### config.mk
export PLATFORM = sky130hd
export DESIGN_NAME = data_memory_arbiter_flat
export DESIGN_NICKNAME = d
export VERILOG_FILES = /design/src/rtl/data_memory_arbiter_pkg.sv /design/src/rtl/data_memory_arbiter_if.sv /design/src/rtl/data_memory_arbiter_rr_arbiter2.sv /design/src/rtl/data_memory_arbiter.sv /design/src/flat_wrapper.sv
export SDC_FILE = /design/constraint.sdc
export NUM_CORES = 1
export LEC_CHECK = 0
export BUFFER_PORTS_ARGS = -buffer_cell sky130_fd_sc_hd__buf_2
export CAP_MARGIN = 10
export CELL_PAD_IN_SITES_DETAIL_PLACEMENT = 1
export CELL_PAD_IN_SITES_GLOBAL_PLACEMENT = 2
export CORE_MARGIN = 2
export CORE_UTILIZATION = 18
export CTS_CLUSTER_DIAMETER = 30
export DETAILED_ROUTE_END_ITERATION = 8
export GPL_ROUTABILITY_DRIVEN = 1
export PLACE_DENSITY_LB_ADDON = 0.15
export SLEW_MARGIN = 10
export SYNTH_ARGS = -nofsm -noshare
export SYNTH_HDL_FRONTEND = slang
export SYNTH_SLANG_ARGS = --single-unit
### constraint.sdc
create_clock -name clk -period 1.7 [get_ports clk]
set_input_delay 0.085 -clock clk [delete_from_list [all_inputs] [get_ports clk]]
set_output_delay 0.085 -clock clk [all_outputs]
set_load 0.005 [all_outputs]
### src/rtl/data_memory_arbiter_pkg.sv
// Shared definitions for the data_memory arbiter: state encoding, requester ids and
// the data_memory geometry defaults.
package data_memory_arbiter_pkg;

    localparam int MEM_ADDR_W = 4;
    localparam int MEM_DATA_W = 4;

    typedef enum logic [1:0] {
        ARB_IDLE  = 2'd0,
        ARB_GNT_A = 2'd1,
        ARB_GNT_B = 2'd2
    } arb_state_e;

    typedef logic req_id_t;

    localparam req_id_t REQ_A = 1'b0;
    localparam req_id_t REQ_B = 1'b1;

    function automatic req_id_t other_req(input req_id_t id);
        return ~id;
    endfunction

endpackage

### src/rtl/data_memory_arbiter_if.sv
// Bundle of both requester ports plus the data_memory port seen by the arbiter.
// The arbiter uses the slave view; requesters and the memory model use the master view.
interface data_memory_arbiter_if
    import data_memory_arbiter_pkg::*;
#(
    parameter int AW = MEM_ADDR_W,
    parameter int DW = MEM_DATA_W
);
    logic          req_a;
    logic          we_a;
    logic          lock_a;
    logic [AW-1:0] addr_a;
    logic [DW-1:0] wdata_a;
    logic          gnt_a;
    logic          rvalid_a;

    logic          req_b;
    logic          we_b;
    logic          lock_b;
    logic [AW-1:0] addr_b;
    logic [DW-1:0] wdata_b;
    logic          gnt_b;
    logic          rvalid_b;

    logic [DW-1:0] rdata;
    logic          mem_we;
    logic [AW-1:0] mem_addr;
    logic [DW-1:0] mem_wdata;
    logic [DW-1:0] mem_rdata;

    modport slave (
        input  req_a, we_a, lock_a, addr_a, wdata_a,
        input  req_b, we_b, lock_b, addr_b, wdata_b,
        input  mem_rdata,
        output gnt_a, rvalid_a, gnt_b, rvalid_b, rdata,
        output mem_we, mem_addr, mem_wdata
    );

    modport master (
        output req_a, we_a, lock_a, addr_a, wdata_a,
        output req_b, we_b, lock_b, addr_b, wdata_b,
        output mem_rdata,
        input  gnt_a, rvalid_a, gnt_b, rvalid_b, rdata,
        input  mem_we, mem_addr, mem_wdata
    );

endinterface

### src/rtl/data_memory_arbiter_rr_arbiter2.sv
// Two-way round-robin pick: a lone requester wins outright, a tie goes to prio_i.
module rr_arbiter2
    import data_memory_arbiter_pkg::*;
(
    input  logic [1:0] req_i,
    input  req_id_t    prio_i,
    output logic       valid_o,
    output req_id_t    pick_o
);

    // Bit 0 is requester A, bit 1 is requester B.
    always_comb begin
        valid_o = 1'b0;
        pick_o  = prio_i;
        case (req_i)
            2'b01: begin
                valid_o = 1'b1;
                pick_o  = REQ_A;
            end
            2'b10: begin
                valid_o = 1'b1;
                pick_o  = REQ_B;
            end
            2'b11: begin
                valid_o = 1'b1;
                pick_o  = prio_i;
            end
            default: begin
                valid_o = 1'b0;
                pick_o  = prio_i;
            end
        endcase
    end

endmodule

### src/rtl/data_memory_arbiter.sv
// Shares the single-port data_memory between the datapath (A) and the I/O loader (B):
// registered round-robin grant with optional bounded lock and a one-cycle read return.
module data_memory_arbiter
    import data_memory_arbiter_pkg::*;
#(
    parameter int ADDR_W   = MEM_ADDR_W,
    parameter int DATA_W   = MEM_DATA_W,
    parameter int MAX_HOLD = 4
) (
    input logic                      clk,
    input logic                      reset,
    data_memory_arbiter_if.slave     bus
);

    localparam int HOLD_W = (MAX_HOLD > 1) ? $clog2(MAX_HOLD) : 1;

    arb_state_e          state_q, state_d;
    req_id_t             prio_q, prio_d;
    logic [HOLD_W-1:0]   hold_cnt_q, hold_cnt_d;
    logic                rvalid_a_q, rvalid_a_d;
    logic                rvalid_b_q, rvalid_b_d;

    logic                beat_a_s, beat_b_s, hold_ok_s;
    req_id_t             eff_prio_s, pick_s;
    logic                pick_valid_s;
    logic                mem_we_s;
    logic [ADDR_W-1:0]   addr_mux_s;
    logic [DATA_W-1:0]   wdata_mux_s;

    assign beat_a_s  = (state_q == ARB_GNT_A) && bus.req_a;
    assign beat_b_s  = (state_q == ARB_GNT_B) && bus.req_b;
    assign hold_ok_s = int'(hold_cnt_q) < (MAX_HOLD - 1);

    // Whoever held the grant this cycle yields a tie to the other side.
    always_comb begin
        case (state_q)
            ARB_GNT_A: eff_prio_s = other_req(REQ_A);
            ARB_GNT_B: eff_prio_s = other_req(REQ_B);
            default:   eff_prio_s = prio_q;
        endcase
    end

    rr_arbiter2 u_rr (
        .req_i   ({bus.req_b, bus.req_a}),
        .prio_i  (eff_prio_s),
        .valid_o (pick_valid_s),
        .pick_o  (pick_s)
    );

    // Next grant: extend a locked owner while under the hold limit, else re-arbitrate.
    always_comb begin
        state_d    = ARB_IDLE;
        prio_d     = prio_q;
        hold_cnt_d = hold_cnt_q;
        rvalid_a_d = beat_a_s && !bus.we_a;
        rvalid_b_d = beat_b_s && !bus.we_b;
        if (beat_a_s && bus.lock_a && hold_ok_s) begin
            state_d    = ARB_GNT_A;
            hold_cnt_d = hold_cnt_q + HOLD_W'(1);
        end else if (beat_b_s && bus.lock_b && hold_ok_s) begin
            state_d    = ARB_GNT_B;
            hold_cnt_d = hold_cnt_q + HOLD_W'(1);
        end else begin
            if (pick_valid_s) begin
                state_d = (pick_s == REQ_A) ? ARB_GNT_A : ARB_GNT_B;
            end else begin
                state_d = ARB_IDLE;
            end
            if (state_q == ARB_GNT_A) begin
                prio_d     = REQ_B;
                hold_cnt_d = {HOLD_W{1'b0}};
            end else if (state_q == ARB_GNT_B) begin
                prio_d     = REQ_A;
                hold_cnt_d = {HOLD_W{1'b0}};
            end else begin
                hold_cnt_d = {HOLD_W{1'b0}};
            end
        end
    end

    // Grant state, priority, hold counter and read-return pipeline.
    always_ff @(posedge clk) begin
        if (reset) begin
            state_q    <= ARB_IDLE;
            prio_q     <= REQ_A;
            hold_cnt_q <= {HOLD_W{1'b0}};
            rvalid_a_q <= 1'b0;
            rvalid_b_q <= 1'b0;
        end else begin
            state_q    <= state_d;
            prio_q     <= prio_d;
            hold_cnt_q <= hold_cnt_d;
            rvalid_a_q <= rvalid_a_d;
            rvalid_b_q <= rvalid_b_d;
        end
    end

    // Memory port mux; a withdrawn request leaves the port quiet.
    always_comb begin
        mem_we_s    = 1'b0;
        addr_mux_s  = {ADDR_W{1'b0}};
        wdata_mux_s = {DATA_W{1'b0}};
        case (state_q)
            ARB_GNT_A: begin
                if (bus.req_a) begin
                    mem_we_s    = bus.we_a;
                    addr_mux_s  = bus.addr_a;
                    wdata_mux_s = bus.wdata_a;
                end else begin
                    mem_we_s = 1'b0;
                end
            end
            ARB_GNT_B: begin
                if (bus.req_b) begin
                    mem_we_s    = bus.we_b;
                    addr_mux_s  = bus.addr_b;
                    wdata_mux_s = bus.wdata_b;
                end else begin
                    mem_we_s = 1'b0;
                end
            end
            default: mem_we_s = 1'b0;
        endcase
    end

    // Reset masks every output so nothing reaches memory or a requester during it.
    assign bus.gnt_a     = !reset && (state_q == ARB_GNT_A);
    assign bus.gnt_b     = !reset && (state_q == ARB_GNT_B);
    assign bus.rvalid_a  = !reset && rvalid_a_q;
    assign bus.rvalid_b  = !reset && rvalid_b_q;
    assign bus.rdata     = (!reset && (rvalid_a_q || rvalid_b_q)) ? bus.mem_rdata : {DATA_W{1'b0}};
    assign bus.mem_we    = !reset && mem_we_s;
    assign bus.mem_addr  = reset ? {ADDR_W{1'b0}} : addr_mux_s;
    assign bus.mem_wdata = reset ? {DATA_W{1'b0}} : wdata_mux_s;

endmodule

### src/flat_wrapper.sv
// flat-port wrapper written by rule: the top's interface ports become plain ports
module data_memory_arbiter_flat import data_memory_arbiter_pkg::*;
#(
    parameter int ADDR_W   = MEM_ADDR_W,
    parameter int DATA_W   = MEM_DATA_W,
    parameter int MAX_HOLD = 4
)
  (clk, reset, bus_req_a, bus_we_a, bus_lock_a, bus_addr_a, bus_wdata_a, bus_req_b, bus_we_b, bus_lock_b, bus_addr_b, bus_wdata_b, bus_mem_rdata, bus_gnt_a, bus_rvalid_a, bus_gnt_b, bus_rvalid_b, bus_rdata, bus_mem_we, bus_mem_addr, bus_mem_wdata);
  data_memory_arbiter_if bus_i ();
  input logic clk;
  input logic reset;
  input wire logic [$bits(bus_i.req_a)-1:0] bus_req_a;
  input wire logic [$bits(bus_i.we_a)-1:0] bus_we_a;
  input wire logic [$bits(bus_i.lock_a)-1:0] bus_lock_a;
  input wire logic [$bits(bus_i.addr_a)-1:0] bus_addr_a;
  input wire logic [$bits(bus_i.wdata_a)-1:0] bus_wdata_a;
  input wire logic [$bits(bus_i.req_b)-1:0] bus_req_b;
  input wire logic [$bits(bus_i.we_b)-1:0] bus_we_b;
  input wire logic [$bits(bus_i.lock_b)-1:0] bus_lock_b;
  input wire logic [$bits(bus_i.addr_b)-1:0] bus_addr_b;
  input wire logic [$bits(bus_i.wdata_b)-1:0] bus_wdata_b;
  input wire logic [$bits(bus_i.mem_rdata)-1:0] bus_mem_rdata;
  output wire logic [$bits(bus_i.gnt_a)-1:0] bus_gnt_a;
  output wire logic [$bits(bus_i.rvalid_a)-1:0] bus_rvalid_a;
  output wire logic [$bits(bus_i.gnt_b)-1:0] bus_gnt_b;
  output wire logic [$bits(bus_i.rvalid_b)-1:0] bus_rvalid_b;
  output wire logic [$bits(bus_i.rdata)-1:0] bus_rdata;
  output wire logic [$bits(bus_i.mem_we)-1:0] bus_mem_we;
  output wire logic [$bits(bus_i.mem_addr)-1:0] bus_mem_addr;
  output wire logic [$bits(bus_i.mem_wdata)-1:0] bus_mem_wdata;
  assign bus_i.req_a = bus_req_a;
  assign bus_i.we_a = bus_we_a;
  assign bus_i.lock_a = bus_lock_a;
  assign bus_i.addr_a = bus_addr_a;
  assign bus_i.wdata_a = bus_wdata_a;
  assign bus_i.req_b = bus_req_b;
  assign bus_i.we_b = bus_we_b;
  assign bus_i.lock_b = bus_lock_b;
  assign bus_i.addr_b = bus_addr_b;
  assign bus_i.wdata_b = bus_wdata_b;
  assign bus_i.mem_rdata = bus_mem_rdata;
  assign bus_gnt_a = bus_i.gnt_a;
  assign bus_rvalid_a = bus_i.rvalid_a;
  assign bus_gnt_b = bus_i.gnt_b;
  assign bus_rvalid_b = bus_i.rvalid_b;
  assign bus_rdata = bus_i.rdata;
  assign bus_mem_we = bus_i.mem_we;
  assign bus_mem_addr = bus_i.mem_addr;
  assign bus_mem_wdata = bus_i.mem_wdata;
  data_memory_arbiter #(.ADDR_W(ADDR_W), .DATA_W(DATA_W), .MAX_HOLD(MAX_HOLD)) u_core (.clk(clk), .reset(reset), .bus(bus_i));
endmodule
==> metrics.cfg <==
[setup_path]
worstPathRequired_ns = 1.88
critPathKind = flip-flop to flip-flop
cp_max_fo = 5
cpMaxStageDelayCell = or4b_1
end_kind = flip-flop
startpoint_type = flip-flop
path_cells = inv_1 > ha_1 > and4b_4 > or4b_1 > a21oi_1
max_stage_delay_ns = 0.51
worstPathArrival_ns = 1.80

[flow_run]
cap_violations = 0

[outcome]
status = finished, final reports clean

[clock_tree]
htreeDepth = 1
cts_buffer_depth = 2
post-cts-setup-buffer-count = 0
cts_sinks = 7
cts_tree = yes
clk_latency_ns = 0.25
ctsHoldBuffers = 0
cts_root_buffer = clkbuf_4
cts_buffers = 3
path_clk_slew_ns = 0.05

[route]
drtPass1Iterations = 2
wl_met3_um = 126
ant_nets = 0
detail_route.wl_per_cell_um = 12.8
viasPerCell = 4.56
via_count = 679
drtIter0Drc = 29
highest_layer = met3
routed_wl_um = 1910
drc = 0
wl_met1_um = 801
wl_met2_um = 980

[sta]
slew_viol_final = 0
setup_tns_ns = 0
hold_viol_final = 0
worst_slew_margin_rel = 0.837
finalCritPeriodShare = 0.953
final.setup_skew_ns = 0.00117
hold-worst-slack_ns = 0.0253
worstMarginPinSlew_ns = 0.241
max_clock_freq_mhz = 617
setup_viol = 0
final.min_clock_period_ns = 1.62

[grt]
grt_overflow = 0
grt_max_degree = 14
grt_pass1_wl_um = 2710
antenna_found_initial = 0
grt_pass1_vias = 612
grt.total_usage = 0.103

[pwr]
p_comb_frac = 0.322
p_switching_uw = 144
p_leak_uw = 0.000436
internal-power_uw = 342
power-per-cell-area_mw_per_mm2 = 566
p_clk_frac = 0.308
pwr-share-seq = 0.370
peakVddDrop_v = 0.000317
switching_share = 0.297

[final_layout]
drive_above_1_share = 0.466
n_fill_cell = 393
final_common_cell = buf_2
n_antenna_cell = 0
fin_nets = 151
final_cell_mix = buf_2, nor2_1, a22oi_1, dfxtp_1
syn_to_final_growth_pct = 52.4

[yosys]
synth_top_area_cell = dfxtp_1
mappedNetlistNets = 105
ys_warn_count = 0
synthTopCellsByArea = dfxtp_1, ha_1, a22oi_1
syn_area_per_cell_um2 = 7.93
synth_area_um2 = 563
ys_seq_elements = 7
synth_seq_area_share = 0.249
syn_inst = 71
yosysUniqueCellTypes = 23
synth.top_cell.area_share = 0.249

[floorplanning]
fp.dieW_um = 59.9
rows = 20
coreArea_mm2 = 0.00300
die_y_um = 59.9
pin_count = 45
floorplan.initialDensity = 0.187
die_area_mm2 = 0.00359

[placed_design]
hpwl_um = 1550
gp_congestion = 0.673
portBuffers = 44

[worst_hold_path]
hp-class = input pin to flip-flop

==> flip-flops by register name (all words and copies together), names as in the netlist <==
signal             count
u_core.state_q         2
u_core.rvalid_b_q      1
u_core.rvalid_a_q      1
u_core.hold_cnt_q      2
u_core.prio_q          1
==> area by class of cell <==
type | count | area, um^2 | share of cell area
inverter | 5 | 18.8 | 0.0219
multi-input combinational | 56 | 412 | 0.480
timing repair buffer | 44 | 220 | 0.257
clock buffer | 4 | 26.3 | 0.0306
tap | 33 | 41.3 | 0.0481
sequential | 7 | 140 | 0.163
==> critical path, delay by kind of cell (launching register included) <==
kind                     cells  cell delay (ns)
AO/OA/AOI/OAI                1             0.15
buffers and inverters        1             0.07
flip-flops                   1             0.36
AND/OR/NAND/NOR              2             0.74
adder cells (fa/ha/maj)      1             0.22
==> final timing paths <==
path                              from              endpoint  slack, ns  cells after the start
setup reg to reg     u_core.state_q[1]         u_core.prio_q       0.08                      5
hold reg to reg   u_core.hold_cnt_q[0]  u_core.hold_cnt_q[0]       0.43                      1
setup / recovery     u_core.state_q[1]         u_core.prio_q       0.08                      5
hold / removal                bus_we_a     u_core.rvalid_a_q       0.03                      2
==> layer usage <==
layer,GRT usage,vias to the layer above
met3,0.0476,0
met5,0,-
li1,-,341
met2,0.182,21
met1,0.116,317
met4,0.00952,0
==> metrics by stage <==
stage,utilization,power [uW],cell area (um^2),setup slack [ns],cells
4_1_cts,0.279,484,838,0.0516,148
5_1_grt,0.286,528,858,-0.00340,149
3_3_place_gp,0.270,321,810,0.159,144
2_1_floorplan,-,263,563,0.273,71
6_report,0.286,486,858,0.0800,149
3_5_place_dp,0.270,324,810,0.123,144
==> logic make-up (layout without fill, tap and decap cells) <==
| group | after synthesis | in the layout | synth area share |
|---|---|---|---|
| AOI/OAI and AO/OA | 15 | 15 | 0.196 |
| and+or+nand+nor | 33 | 34 | 0.344 |
| DFF | 7 | 7 | 0.249 |
| buffers and inverters | 9 | 53 | 0.0600 |
| muxes | 1 | 1 | 0.0178 |
| adders and majority gates | 6 | 6 | 0.133 |
==> power by group through the flow <==
stage | clock (uW) | sequential [uW] | combinational (uW)
2_1_floorplan | 0 | 181 | 82.3
3_3_place_gp | 0 | 183 | 138
3_5_place_dp | 0 | 183 | 141
4_1_cts | 159 | 180 | 145
5_1_grt | 170 | 181 | 176
6_report | 150 | 180 | 157
==> synth_stat cells, drive strengths merged <==
master	number
or2b	1
or2	1
a32oi	1
nor2	13
inv	5
a22oi	8
nor3	1
or4b	1
nor2b	5
a211oi	1
ha	6
o31ai	1
o41ai	1
and4b	2
and2	6
nor3b	3
dfxtp	7
a21oi	2
o21a	1
clkbuf	4
mux2i	1
==> what timing repair did <==
action                                  in CTS  in global routing
cloned                                       0                  1
endpoints found under the setup margin       9                  9
pin swaps                                    0                  1
resized for setup                            2                  6
Power figures use the tool's default switching activity.
